### config.mk
export PLATFORM = sky130hd
export DESIGN_NAME = fifo_wr_arbiter
export DESIGN_NICKNAME = d
export VERILOG_FILES = /design/src/rtl/fifo_wr_arbiter.sv
export SDC_FILE = /design/constraint.sdc
export NUM_CORES = 1
export LEC_CHECK = 0
export ABC_CLOCK_PERIOD_IN_PS = 3870
export BUFFER_PORTS_ARGS = -buffer_cell sky130_fd_sc_hd__clkbuf_2
export CAP_MARGIN = 10
export CORE_AREA = 2 2 100 102
export CTS_CLUSTER_DIAMETER = 200
export CTS_CLUSTER_SIZE = 20
export DETAILED_ROUTE_END_ITERATION = 16
export DIE_AREA = 0 0 102 104
export GPL_TIMING_DRIVEN = 0
export PLACE_DENSITY = 0.62
export SLEW_MARGIN = 20
export SYNTH_ARGS = -nofsm -noshare
export SYNTH_HDL_FRONTEND = slang
export SYNTH_SLANG_ARGS = --single-unit
### constraint.sdc
create_clock -name clk -period 3.87 [get_ports clk]
set_input_delay 0 -clock clk [delete_from_list [all_inputs] [get_ports clk]]
set_output_delay 0 -clock clk [all_outputs]
set_load 0.01 [all_outputs]
### src/rtl/fifo_wr_arbiter.sv
// ============================================================================
// Module   : fifo_wr_arbiter
// Brief    : Burst-limited round-robin arbiter feeding one sync FIFO write port.
//            Optional counters enabled by macro FIFO_WR_ARBITER_STATS_EN.
// Revision : 1.0 - initial release
// ============================================================================
`timescale 1ns/1ps
`default_nettype none

module fifo_wr_arbiter #(
    parameter int DATA_WIDTH = 36,
    parameter int NUM_REQ    = 4,
    parameter int BURST_LEN  = 4
) (
    input  logic                          clk,
    input  logic                          rst_n,
    input  logic                          ce,
    input  logic [NUM_REQ-1:0]            req,
    input  logic [NUM_REQ*DATA_WIDTH-1:0] din_bus,
    output logic [NUM_REQ-1:0]            gnt,
    input  logic                          fifo_full,
    output logic                          fifo_we,
    output logic [DATA_WIDTH-1:0]         fifo_din,
    output logic [31:0]                   words_wr,
    output logic [31:0]                   stall_cnt
);

    localparam int IDX_W = (NUM_REQ > 1) ? $clog2(NUM_REQ) : 1;
    localparam int CNT_W = $clog2(BURST_LEN + 1);
    localparam logic [CNT_W-1:0] c_burst_max = CNT_W'(BURST_LEN);
    localparam logic [CNT_W-1:0] c_cnt_one   = CNT_W'(1);
    localparam logic [IDX_W-1:0] c_last_rst  = IDX_W'(NUM_REQ - 1);

    typedef enum logic [0:0] {
        ST_IDLE  = 1'b0,
        ST_BURST = 1'b1
    } state_t;

    state_t             r_state,      w_state_nxt;
    logic [IDX_W-1:0]   r_owner,      w_owner_nxt;
    logic [IDX_W-1:0]   r_last_owner, w_last_owner_nxt;
    logic [CNT_W-1:0]   r_burst_cnt,  w_burst_cnt_nxt;

    logic               w_keep;
    logic [IDX_W-1:0]   w_rot_sel;
    logic [IDX_W-1:0]   w_sel;
    logic [IDX_W-1:0]   w_idx;
    logic               w_accept;
    int                 w_t;

    // Rotation search runs from the farthest candidate back to the nearest so
    // the nearest requester after last_owner is the final (winning) assignment.
    always_comb begin
        w_rot_sel = r_last_owner;
        w_idx     = '0;
        w_t       = 0;
        for (int k = NUM_REQ; k >= 1; k--) begin
            w_t = int'(r_last_owner) + k;
            if (w_t >= NUM_REQ) begin
                w_t = w_t - NUM_REQ;
            end
            w_idx = w_t[IDX_W-1:0];
            if (req[w_idx]) begin
                w_rot_sel = w_idx;
            end
        end
    end

    assign w_keep   = (r_state == ST_BURST) && req[r_owner] && (r_burst_cnt < c_burst_max);
    assign w_sel    = w_keep ? r_owner : w_rot_sel;
    assign w_accept = rst_n && ce && !fifo_full && req[w_sel];

    always_comb begin
        gnt        = '0;
        gnt[w_sel] = w_accept;
    end

    assign fifo_we  = w_accept;
    assign fifo_din = din_bus[w_sel*DATA_WIDTH +: DATA_WIDTH];

    always_comb begin
        w_state_nxt      = r_state;
        w_owner_nxt      = r_owner;
        w_last_owner_nxt = r_last_owner;
        w_burst_cnt_nxt  = r_burst_cnt;
        if (ce) begin
            if (w_accept) begin
                if ((r_state == ST_BURST) && (w_sel == r_owner)) begin
                    // Expired burst with nobody else waiting restarts in place.
                    w_burst_cnt_nxt = (r_burst_cnt == c_burst_max) ? c_cnt_one
                                                                   : r_burst_cnt + c_cnt_one;
                end else begin
                    w_state_nxt      = ST_BURST;
                    w_owner_nxt      = w_sel;
                    w_last_owner_nxt = w_sel;
                    w_burst_cnt_nxt  = c_cnt_one;
                end
            end else if (!fifo_full && (req == '0)) begin
                w_state_nxt     = ST_IDLE;
                w_burst_cnt_nxt = '0;
            end
        end
    end

    always_ff @(posedge clk or negedge rst_n) begin
        if (!rst_n) begin
            r_state      <= ST_IDLE;
            r_owner      <= '0;
            r_last_owner <= c_last_rst;
            r_burst_cnt  <= '0;
        end else begin
            r_state      <= w_state_nxt;
            r_owner      <= w_owner_nxt;
            r_last_owner <= w_last_owner_nxt;
            r_burst_cnt  <= w_burst_cnt_nxt;
        end
    end

`ifdef FIFO_WR_ARBITER_STATS_EN
    logic [31:0] r_words_wr;
    logic [31:0] r_stall_cnt;

    always_ff @(posedge clk or negedge rst_n) begin
        if (!rst_n) begin
            r_words_wr  <= '0;
            r_stall_cnt <= '0;
        end else if (ce) begin
            if (w_accept) begin
                r_words_wr <= r_words_wr + 32'd1;
            end
            if ((|req) && fifo_full) begin
                r_stall_cnt <= r_stall_cnt + 32'd1;
            end
        end
    end

    assign words_wr  = r_words_wr;
    assign stall_cnt = r_stall_cnt;
`else
    assign words_wr  = '0;
    assign stall_cnt = '0;
`endif

endmodule

`default_nettype wire

# Word-level counts from Yosys, hierarchy flattened
# Cells that the tools add are included.
[totals]
elab_cells = 76
out_inout_bits = 105
inputBits = 152
ff_bits = 8
[classes]
muxes = 30
mul = 1
n_eq_ne = 3
n_addsub = 9
shifts = 1
bitwise_logic = 2
reduce_logical = 14
n_lt_le_gt_ge = 12
[ops]
columns = ["cell", "count"]
rows = [
  ["144-bit by 9-bit indexed part select with 36-bit output", 1],
  ["2-bit by 3-bit < comparator with 1-bit output, second input constant", 6],
  ["2-bit two-way mux", 9],
  ["1-bit binary-select mux with 2-bit select", 6],
  ["3-bit two-way mux", 4],
  ["1-bit two-way mux", 10],
  ["3-bit greater-or-equal comparator, second input constant", 3],
  ["1-bit logical AND", 8],
  ["2-bit by 1-bit subtractor with 2-bit output, second input constant", 4],
  ["2-bit by 2-bit adder with 3-bit output, second input constant", 2],
  ["2-bit by 4-bit multiplier with 6-bit output, second input constant", 1],
  ["3-bit AND reduction", 2],
  ["2-bit by 3-bit adder with 4-bit output, second input constant", 1],
  ["4-bit AND", 1],
  ["4-bit by 3-bit greater-or-equal comparator with 1-bit output, second input constant", 1],
  ["4-bit zero test", 1],
  ["2-bit by 1-bit adder with 3-bit output, second input constant", 1],
  ["3-bit by 1-bit adder with 3-bit output, second input constant", 1],
  ["3-bit == test, second input constant", 1],
  ["3-bit < comparator, second input constant", 1],
  ["1-bit demux with 2-bit select", 1],
  ["2-bit == test", 1],
  ["2-bit by 1-bit greater-or-equal comparator with 1-bit output, second input constant", 1],
  ["2-bit != test, second input constant", 1],
  ["other kinds (4)", 4],
]

# Logic depth before layout (Yosys ltp)
# Gate-level depths: netlist of run 1.
[depth]
ltp_word = 15
mapped_depth = 9
mapped_depth_nobuf = 6

# Least setup slack after synthesis of run 1
# OpenSTA, ideal clock, no wires.
[synth_timing]
path_kind = "register to register"
start = "register r_last_owner[1]"
end = "register r_burst_cnt[2]"
t_arrival_ns = 2.329
n_path_buf = 2
setup_slack_ns = 1.419
stages_incl_launch_ff = 9
synth_period_minus_slack_ns = 2.451
setup_time_ns = 0.122
required_ns = 3.748
cell_sequence = "dfstp_2 -> buf_6 -> mux2i_1 -> a222oi_1 -> a311oi_1 -> o32a_1 -> or2_1 -> buf_6 -> a32o_1"
[synth_between]
elab_chain_cells = 15
word_cells_on_any_way = 38
cone_classes = "8 x add/sub; 4 x order compare; 1 x eq/ne; 21 x mux; 4 x reduce/logical"
[synth_lines]
columns = ["item", "line", "text"]
rows = [
  ["from (decl)", "41", "logic [IDX_W-1:0] r_last_owner, w_last_owner_nxt;"],
  ["from (signal assigned)", "109", "r_last_owner <= c_last_rst;"],
  ["from (signal assigned)", "114", "r_last_owner <= w_last_owner_nxt;"],
  ["2-bit by 3-bit adder with 4-bit output", "58", "w_t = int'(r_last_owner) + k;"],
  ["4-bit by 3-bit greater-or-equal comparator with 1-bit output / 2-bit by 1-bit subtractor with 2-bit output (equally long branches)", "59, 60", ""],
  ["2-bit two-way mux", "59", "if (w_t >= NUM_REQ) begin"],
  ["1-bit binary-select mux with 2-bit select", "63", "if (req[w_idx]) begin"],
  ["1-bit two-way mux (implied by the code)", "63", ""],
  ["2-bit two-way mux (3 in a row)", "63", ""],
  ["2-bit two-way mux (*)", "63", ""],
  ["2-bit two-way mux (*)", "70", "assign w_sel = w_keep ? r_owner : w_rot_sel;"],
  ["1-bit binary-select mux with 2-bit select", "71", "assign w_accept = rst_n && ce && !fifo_full && req[w_sel];"],
  ["1-bit two-way mux (implied by the code)", "71", ""],
  ["1-bit logical AND", "71", ""],
  ["2-bit nonzero test (no line)", "n/a", ""],
  ["2-bit AND reduction (no line)", "n/a", ""],
  ["to (signal assigned)", "115", "r_burst_cnt <= w_burst_cnt_nxt;"],
  ["to (decl)", "42", "logic [CNT_W-1:0] r_burst_cnt, w_burst_cnt_nxt;"],
]
# Every way passes the cells marked *; elsewhere a longest branch is shown, timed or not. The select of a mux whose other input is x is not followed.
# A chain may end at the register's enable or synchronous reset.

# Final worst setup path of run 1
[layout_timing]
start = "register r_last_owner[1]"
end = "output port gnt[0]"
[layout_between]
elab_chain_cells = 15
word_cells_on_any_way = 38
cone_classes = "8 x add/sub; 6 x order compare; 21 x mux; 1 x bitwise; 2 x reduce/logical"
[layout_lines]
columns = ["item", "line", "text"]
rows = [
  ["2-bit by 3-bit adder with 4-bit output", "58", ""],
  ["4-bit by 3-bit greater-or-equal comparator with 1-bit output / 2-bit by 1-bit subtractor with 2-bit output (equally long branches)", "59, 60", ""],
  ["2-bit two-way mux", "59", ""],
  ["1-bit binary-select mux with 2-bit select", "63", ""],
  ["1-bit two-way mux (implied by the code)", "63", ""],
  ["2-bit two-way mux (3 in a row)", "63", ""],
  ["2-bit two-way mux (*)", "63", ""],
  ["2-bit two-way mux (*)", "70", ""],
  ["2-bit by 3-bit < comparator with 1-bit output (implied by the code) / 2-bit by 1-bit greater-or-equal comparator with 1-bit output (equally long branches)", "75", "gnt[w_sel] = w_accept;"],
  ["1-bit logical AND (implied by the code)", "75", ""],
  ["1-bit two-way mux (implied by the code)", "75", ""],
  ["1-bit demux with 2-bit select", "75", ""],
  ["4-bit AND (no line) (*)", "n/a", ""],
  ["to (decl)", "20", "output logic [NUM_REQ-1:0] gnt,"],
]
# Marked as above.

==> impl_results.md, run 1 <==
* DIE WIDTH at 102 um
* DRT met1 WL at between 3000 and 4000 um
* Cells after synthesis at 271
* Async SR Flop Fraction at 100%
* Post-placement cell count at 659
* Post-synthesis average cell area at 8.80 um2
* Finished Core Util at around 40%
* Count of final max-slew check failures at 0
* Avg WL per Cell at 12.6 um
* First-pass iteration count of the detailed router at 4
* Most frequent cells in the layout: sky130_fd_sc_hd__clkbuf_2 (192), sky130_fd_sc_hd__mux2i_1 (117), sky130_fd_sc_hd__buf_4 (69)
* Total wire length after detailed routing at 8330 um
* Synth top area share at 49.1%
* Count of placed standard cells in the final layout, fillers left out at 663
* Highest attainable clock frequency at 315 MHz
* Number of standard-cell rows in the floorplan at 36
* Switch share at 50.7%
* Via count at 2681
* Post-place instance area at 3750 um2
* Multi-input logic area at roughly 1800 um2
* Commonest non-fill, non-tap cell in the layout: sky130_fd_sc_hd__clkbuf_2
* Filler Cell Count at around 1000
* Max IR drop VDD at 0.300 mV
* Type of the tightest min-delay check: in2async
* Synthesized-area fraction occupied by xor and xnor cells at 0.367%
* Leakage power of the design at approximately 2.4 nW
* Part of the power in registers at 6.4%
* Arithmetic-cell share of the synthesized area counting full adders, half adders and majority gates at 1.05%
* Summed area of non-filler cells in the final layout at ~3800 um2
* CTS H-tree lvls at 1
* Worst max-slew margin expressed relative to the limit at 37.3%
* DRT antenna net count at 0
* Count of boundary I/O pins at 257
* Sequential cell area at 203 um2
* Die Ht at 104 um
* Startpoint type of the worst setup path: register
* Sort of element at the end of the critical path: primary output
* Number of enable flip-flop cells after synthesis at 0
* Final hold viol count at 0
* Complex-gate fraction of the synthesized area at 6.14%
* Max clock buf depth at 2
* Final total negative setup slack at 0 ns
* Half-perimeter wire length of the detailed placement result at 7480 um
* Unrepaired setup endpoints after global routing: no
* Max-capacitance violation count at 0
* Inserted Clock Buffers at 3
* Combinational family with the most area after synthesis: multiplexers
* Transition time at the pin with the least slew margin at 0.941 ns
* Mux cell area share after synthesis at between 40% and 50%
* Register clock-pin slew on the reported worst setup and hold paths at ~0.04 ns
* Power share of the clock group at 4.0%
* Vias per cell at 4.04
* Post-synthesis share of cell area spent on and, or, nand and nor gates at 8.50%
* Uppermost metal layer occupied by signal nets: met4
* Total met2 wirelength after detailed routing at around 4300 um
* Clock network latency to the later pin of the worst-skew pair at 0.23 ns
* Routed met3 length at 655 um
* Data required time of the worst path at 3.87 ns
* Arrival time at the worst endpoint at 3.17 ns
* Worst Skew at around 0.00084 ns
* Number of antenna violations at the first check in global routing at 0
* P per Cell Area at 671 nW/um2
* Number of warnings reported in the yosys synthesis log at 0
* Proportion of synthesized chip area in sequential cells at 8.50%
* Area of the die at 10600 um2
* First-pass GRT wire length at 12900 um
* Switching power summed over all nets at between 1 and 1.5 mW
* Netlist area before placement at around 2400 um2
* Post-cts gate resize count at 0
* Number of global-route vias before repair at 2576
* Setup CP Type: reg2out
* All-Layer GR Usage at 15.0%
* Clock root buffer: sky130_fd_sc_hd__clkbuf_8
* Remaining design rule violation count at 0
* Starting utilization of the core area at 25.0%
* Synth top area cells: sky130_fd_sc_hd__mux2i_1 (49%), sky130_fd_sc_hd__buf_4 (22%), sky130_fd_sc_hd__dfrtp_1 (6.3%), sky130_fd_sc_hd__dfstp_2 (2.2%), sky130_fd_sc_hd__inv_1 (1.6%)
* Gate power share at approximately nine tenths
* Portion of the clock cycle consumed by the worst path in the final layout at 82.0%
* Post-synthesis cell type count at 43
* TritonCTS Sinks at 8
* Outcome: complete, no violations
* Number of buffer cells added on primary ports at 192
* Biggest area consumer among synthesized cells: sky130_fd_sc_hd__mux2i_1
* Final RePlAce weighted congestion at 0.826
* Internal power of the cells at 1.26 mW
* Seq cells post-synth at 8
* Number of antenna diodes at 0
* Proportion of layout cells with a drive suffix above 1 at between 50% and 60%
* Number of setup violations in the final report at 0
* GRT overflow at 0
* Area of the core at 9550 um2
* Area Growth Syn to Fin at 59.4%
* CTS tree: yes
* Minimum clock period after layout at 3.17 ns
* Net count of the finished layout at between 600 and 700
* Pin count of the biggest net entering global routing at 11
* Count of routing violations after the opening detailed-route iteration at 75
* Most common flop cell mapped by yosys: sky130_fd_sc_hd__dfrtp_1
* Maximum fanout along the worst path at 10
logic make-up after synthesis:
kind of cell             count (synthesis)
multiplexers                           118
flip-flops                               8
AND/OR/NAND/NOR                         35
buffers and inverters                   89
adder cells (fa/ha/maj)                  2
AO/OA/AOI/OAI                           17
other                                    1
XOR/XNOR                                 1
cell usage after synthesis (all sizes together), types with 3 or more instances:
| master | n |
|---|---|
| o21ai | 3 |
| nand2 | 8 |
| nand3 | 3 |
| nand2b | 3 |
| dfrtp | 6 |
| nor2 | 5 |
| nor3 | 3 |
| inv | 10 |
| clkbuf | 4 |
| buf | 75 |
| mux2i | 117 |
per-stage QoR:
stage / hold WS (ns) / setup slack [ns] / total power [mW]
2_1_floorplan: -0.296 / 1.42 / 1.79
3_3_place_gp: -0.136 / 0.926 / 2.45
3_5_place_dp: -0.133 / 0.881 / 2.48
4_1_cts: 0.174 / 0.626 / 2.58
5_1_grt: 0.200 / 0.351 / 2.76
6_report: 0.159 / 0.696 / 2.55
power groups by stage:
stage / sequential [mW] / combinational, mW / clock [mW]
final: 0.162 / 2.28 / 0.102
after global routing: 0.168 / 2.48 / 0.109
after CTS: 0.163 / 2.32 / 0.105
after detailed placement: 0.164 / 2.31 / 0
after global placement: 0.161 / 2.29 / 0
after floorplan: 0.155 / 1.63 / 0
registers in the layout, indices dropped and copies added (netlist names):
register      flops
r_state           1
r_burst_cnt       3
r_owner           2
r_last_owner      2
routing by layer:
| layer | GRT usage (%) | up-vias |
|---|---|---|
| met3 | 2.55 | 13 |
| met4 | 4.29 | 0 |
| met5 | 0 | - |
| met2 | 27.1 | 135 |
| met1 | 17.7 | 1173 |
| li1 | - | 1360 |
worst max-delay path: stages, from the launching register on:
cell and delay, ns:
sky130_fd_sc_hd__dfstp_2 0.52, sky130_fd_sc_hd__buf_6 0.12, sky130_fd_sc_hd__mux2i_1 0.07, sky130_fd_sc_hd__a222oi_1 0.79, sky130_fd_sc_hd__nand2_1 0.11, sky130_fd_sc_hd__o21ai_1 0.23
sky130_fd_sc_hd__buf_4 0.28, sky130_fd_sc_hd__buf_4 0.25, sky130_fd_sc_hd__nor4bb_1 0.37, sky130_fd_sc_hd__clkbuf_2 0.20
layout make-up:
| type | instances | area share (%) |
|---|---|---|
| plain buffers | 79 | 15.1 |
| multi-input cells | 237 | 47.5 |
| clock buffers | 3 | 1.09 |
| well taps | 133 | 4.38 |
| flip-flops and latches | 8 | 5.34 |
| repair buffers | 193 | 25.6 |
| inverters | 10 | 0.988 |
path summary, 6_finish.rpt:
kind | start | endpoint | slack (ns) | depth (start not counted)
worst max-delay path | r_last_owner[1]$_DFFE_PN1P_ | gnt[0] | 0.70 | 9
worst min-delay path | rst_n | r_burst_cnt[1]$_DFFE_PN0P_ | 0.16 | 2
worst max register to register | r_last_owner[1]$_DFFE_PN1P_ | r_burst_cnt[0]$_DFFE_PN0P_ | 1.10 | 8
worst min register to register | r_last_owner[0]$_DFFE_PN1P_ | r_last_owner[0]$_DFFE_PN1P_ | 0.51 | 2
max in group asynchronous | rst_n | r_last_owner[1]$_DFFE_PN1P_ | 3.46 | 2
min in group clk | fifo_full | r_state$_DFFE_PN0P_ | 0.23 | 5
timing repair:
| item | CTS | global route |
|---|---|---|
| hold buffers | 1 | 0 |
| buffers inserted | 0 | 0 |
| endpoints found under the hold margin | 8 | 0 |
Power figures use the tool's default switching activity.
==> run 2: changes to the inputs <==
Settings changed: ABC_CLOCK_PERIOD_IN_PS 3870 to 3100, CORE_AREA 2 2 100 102 to 2 2 101 103, DIE_AREA 0 0 102 104 to 0 0 103 105, PLACE_DENSITY 0.62 to 0.61.
Clock period 3.87 ns to 3.1 ns, I/O delays scaled along.
==> impl_results.md, run 2 (synthesized netlist as in run 1, its figures left out) <==
* Outcome: complete, no violations
* Inserted Clock Buffers at 3 (unchanged)
* Maximum fanout along the worst path at 10 (unchanged)
* CTS tree: yes
* Number of cells traversed by the worst register-to-register path at 10 (+2)
* Max-capacitance violation count at 0 (unchanged)
* Final total negative setup slack at 0 ns (unchanged)
* Number of antenna violations at the first check in global routing at 1 (+1)
* Area Growth Syn to Fin at 60.7%
* Post-Route Hold Slack at 0.166 ns (+0.00708 ns)
* Net count of the finished layout at 688 (+0.29%)
* Area of the core at 9640 um2 (+0.94%)
* Data required time of the worst path at 3.10 ns (-0.77 ns)
* Leakage power of the design at 2.38 nW (+0.88%)
* CP Capture Point: fifo_din[14]
* DRT antenna net count at 0 (unchanged)
* Sort of element at the end of the critical path: primary output
* Max IR drop VDD at 0.329 mV (+9.5%)
* Type of the tightest min-delay check: in2async
* Count of routing violations after the opening detailed-route iteration at 90 (+20%)
* P per Cell Area at 844 nW/um2 (+26%)
* Unrepaired setup endpoints after global routing: yes
* Pin count of the biggest net entering global routing at 11 (unchanged)
* Count of boundary I/O pins at 257 (unchanged)
* Half-perimeter wire length of the detailed placement result at 7880 um (+5.2%)
* Largest registers: r_burst_cnt x3, r_last_owner x2, r_owner x2
* Proportion of layout cells with a drive suffix above 1 at 53.1% (+0.83 points)
* Arrival time at the worst endpoint at 2.87 ns (-0.30 ns)
* Worst max-slew margin expressed relative to the limit at 53.4% (+16 points)
* GRT overflow at 0 (unchanged)
* Starting utilization of the core area at 24.7% (-0.23 points)
* First-pass GRT wire length at 13400 um (+4.5%)
* Minimum clock period after layout at about 2.9 ns
* Total wire length after detailed routing at 8890 um (+6.8%)
* Final hold viol count at 0 (unchanged)
* DIE WIDTH at 103 um (+0.98%)
* Most frequent cells in the layout: sky130_fd_sc_hd__clkbuf_2 (195), sky130_fd_sc_hd__mux2i_1 (117), sky130_fd_sc_hd__buf_4 (71)
* Count of final max-slew check failures at 0 (unchanged)
* Largest register by flop count: r_burst_cnt
* Area of the die at 10800 um2 (+2.0%)
* Register clock-pin slew on the reported worst setup and hold paths at 0.05 ns (about the same)
* Number of standard-cell rows in the floorplan at 36 (unchanged)
* Setup CP Type: reg2out
* Largest register FFs at 3 (unchanged)
* Die Ht at 105 um (+0.96%)
* Worst setup slack for register-to-register paths at 0.57 ns (-0.53 ns)
* Clock root buffer: sky130_fd_sc_hd__clkbuf_8
* TritonCTS Sinks at 8 (unchanged)
* Clock network latency to the later pin of the worst-skew pair at 0.23 ns (about the same)
* First-pass iteration count of the detailed router at 4 (unchanged)
* CTS H-tree lvls at 1 (unchanged)
* Transition time at the pin with the least slew margin at 0.698 ns (-0.242 ns)
* Max clock buf depth at 2 (unchanged)
* Final RePlAce weighted congestion at 0.863 (+4.5%)
* All-Layer GR Usage at 15.6% (+0.69 points)
* Critical Path Source: r_burst_cnt[2]$_DFFE_PN0P_
* Highest attainable clock frequency at 349 MHz
* Number of setup violations in the final report at 0 (unchanged)
* Avg WL per Cell at 13.3 um (+6.1%)
* End of the worst register-to-register path: r_burst_cnt[2]$_DFFE_PN0P_
* Remaining design rule violation count at 0 (unchanged)
* Number of buffer cells added on primary ports at 192 (unchanged)
* Worst R2R Start: r_last_owner[1]$_DFFE_PN1P_
* Portion of the clock cycle consumed by the worst path in the final layout at between 90% and 100%
* Startpoint type of the worst setup path: register
* Commonest non-fill, non-tap cell in the layout: sky130_fd_sc_hd__clkbuf_2
* Number of global-route vias before repair at 2630 (+2.1%)
* Worst Skew at 0.00463 ns (+0.00379 ns)
* Vias per cell at 3.98 (-1.6%)
* Via count at 2655 (-0.97%)
-- run 2: cell count changes in the layout (fill, tap and decap cells not counted) --
cell	change
sky130_fd_sc_hd__clkbuf_1	-1
sky130_fd_sc_hd__buf_4	+2
sky130_fd_sc_hd__diode_2	+1
sky130_fd_sc_hd__clkbuf_2	+3
sky130_fd_sc_hd__a2bb2oi_1	-1
sky130_fd_sc_hd__buf_1	-1
sky130_fd_sc_hd__a2bb2oi_2	+1
-- run 2: worst min path at each step --
stage	from	end	slack (ns)	cells after the start
3_3_place_gp	rst_n	r_burst_cnt[0]$_DFFE_PN0P_	-0.13	1
4_1_cts	rst_n	r_burst_cnt[1]$_DFFE_PN0P_	0.17	2
2_1_floorplan	rst_n	r_burst_cnt[0]$_DFFE_PN0P_	-0.30	0
6_report	rst_n	r_burst_cnt[2]$_DFFE_PN0P_	0.17	2
3_5_place_dp	rst_n	r_burst_cnt[1]$_DFFE_PN0P_	-0.12	1
5_1_grt	rst_n	r_owner[1]$_DFFE_PN0P_	0.20	2
-- run 2: final cells by class --
class | count | area [um2]
Fill cell | 1059 | 5810
Multi-Input combinational cell | 237 | 1810
Timing Repair Buffer | 195 | 986
Buffer | 79 | 578
Sequential cell | 8 | 203
Tap cell | 133 | 166
Clock buffer | 4 | 45.0
Inverter | 10 | 37.5
Antenna cell | 1 | 2.50
-- run 2: through the flow --
step	std cells	total power, mW	worst slack [ns]	utilization (%)	instance area, um2
4_1_cts	666	3.26	0.151	39.6	3820
3_3_place_gp	659	3.07	0.164	38.9	3750
5_1_grt	666	3.48	-0.0100	39.7	3830
2_1_floorplan	334	2.23	0.649	-	2620
6_report	667	3.23	0.234	39.7	3830
3_5_place_dp	659	3.10	0.213	38.9	3750
-- run 2: report_power, final --
part	switching [mW]	internal (mW)	total, mW
sequential	0.0450	0.161	0.206
clock	0.0444	0.0894	0.134
combinational	1.55	1.35	2.89
-- run 2: critical path: stages, from the launching register on --
cell and delay (ns):
sky130_fd_sc_hd__dfrtp_1 0.44, sky130_fd_sc_hd__nor3b_1 0.50, sky130_fd_sc_hd__nand2_1 0.13, sky130_fd_sc_hd__and2_1 0.19, sky130_fd_sc_hd__nor2_1 0.35, sky130_fd_sc_hd__clkbuf_1 0.59
sky130_fd_sc_hd__mux2i_1 0.26, sky130_fd_sc_hd__clkbuf_2 0.17
-- run 2: what timing repair did --
item	4_1_cts	5_1_grt
hold buffers	1	0
endpoints found under the hold margin	8	0
buffers inserted	2	0
resized for setup	0	6
pin swaps	1	0
cloned	0	0
endpoints found under the setup margin	4	7
-- run 2: routing by layer --
layer | wire, um | vias to the layer above | track usage (%)
met5 | 0 | - | 0
met4 | 61 | 0 | 1.60
met3 | 680 | 4 | 4.08
met2 | 4760 | 124 | 29.0
li1 | - | 1360 | -
met1 | 3390 | 1167 | 18.2
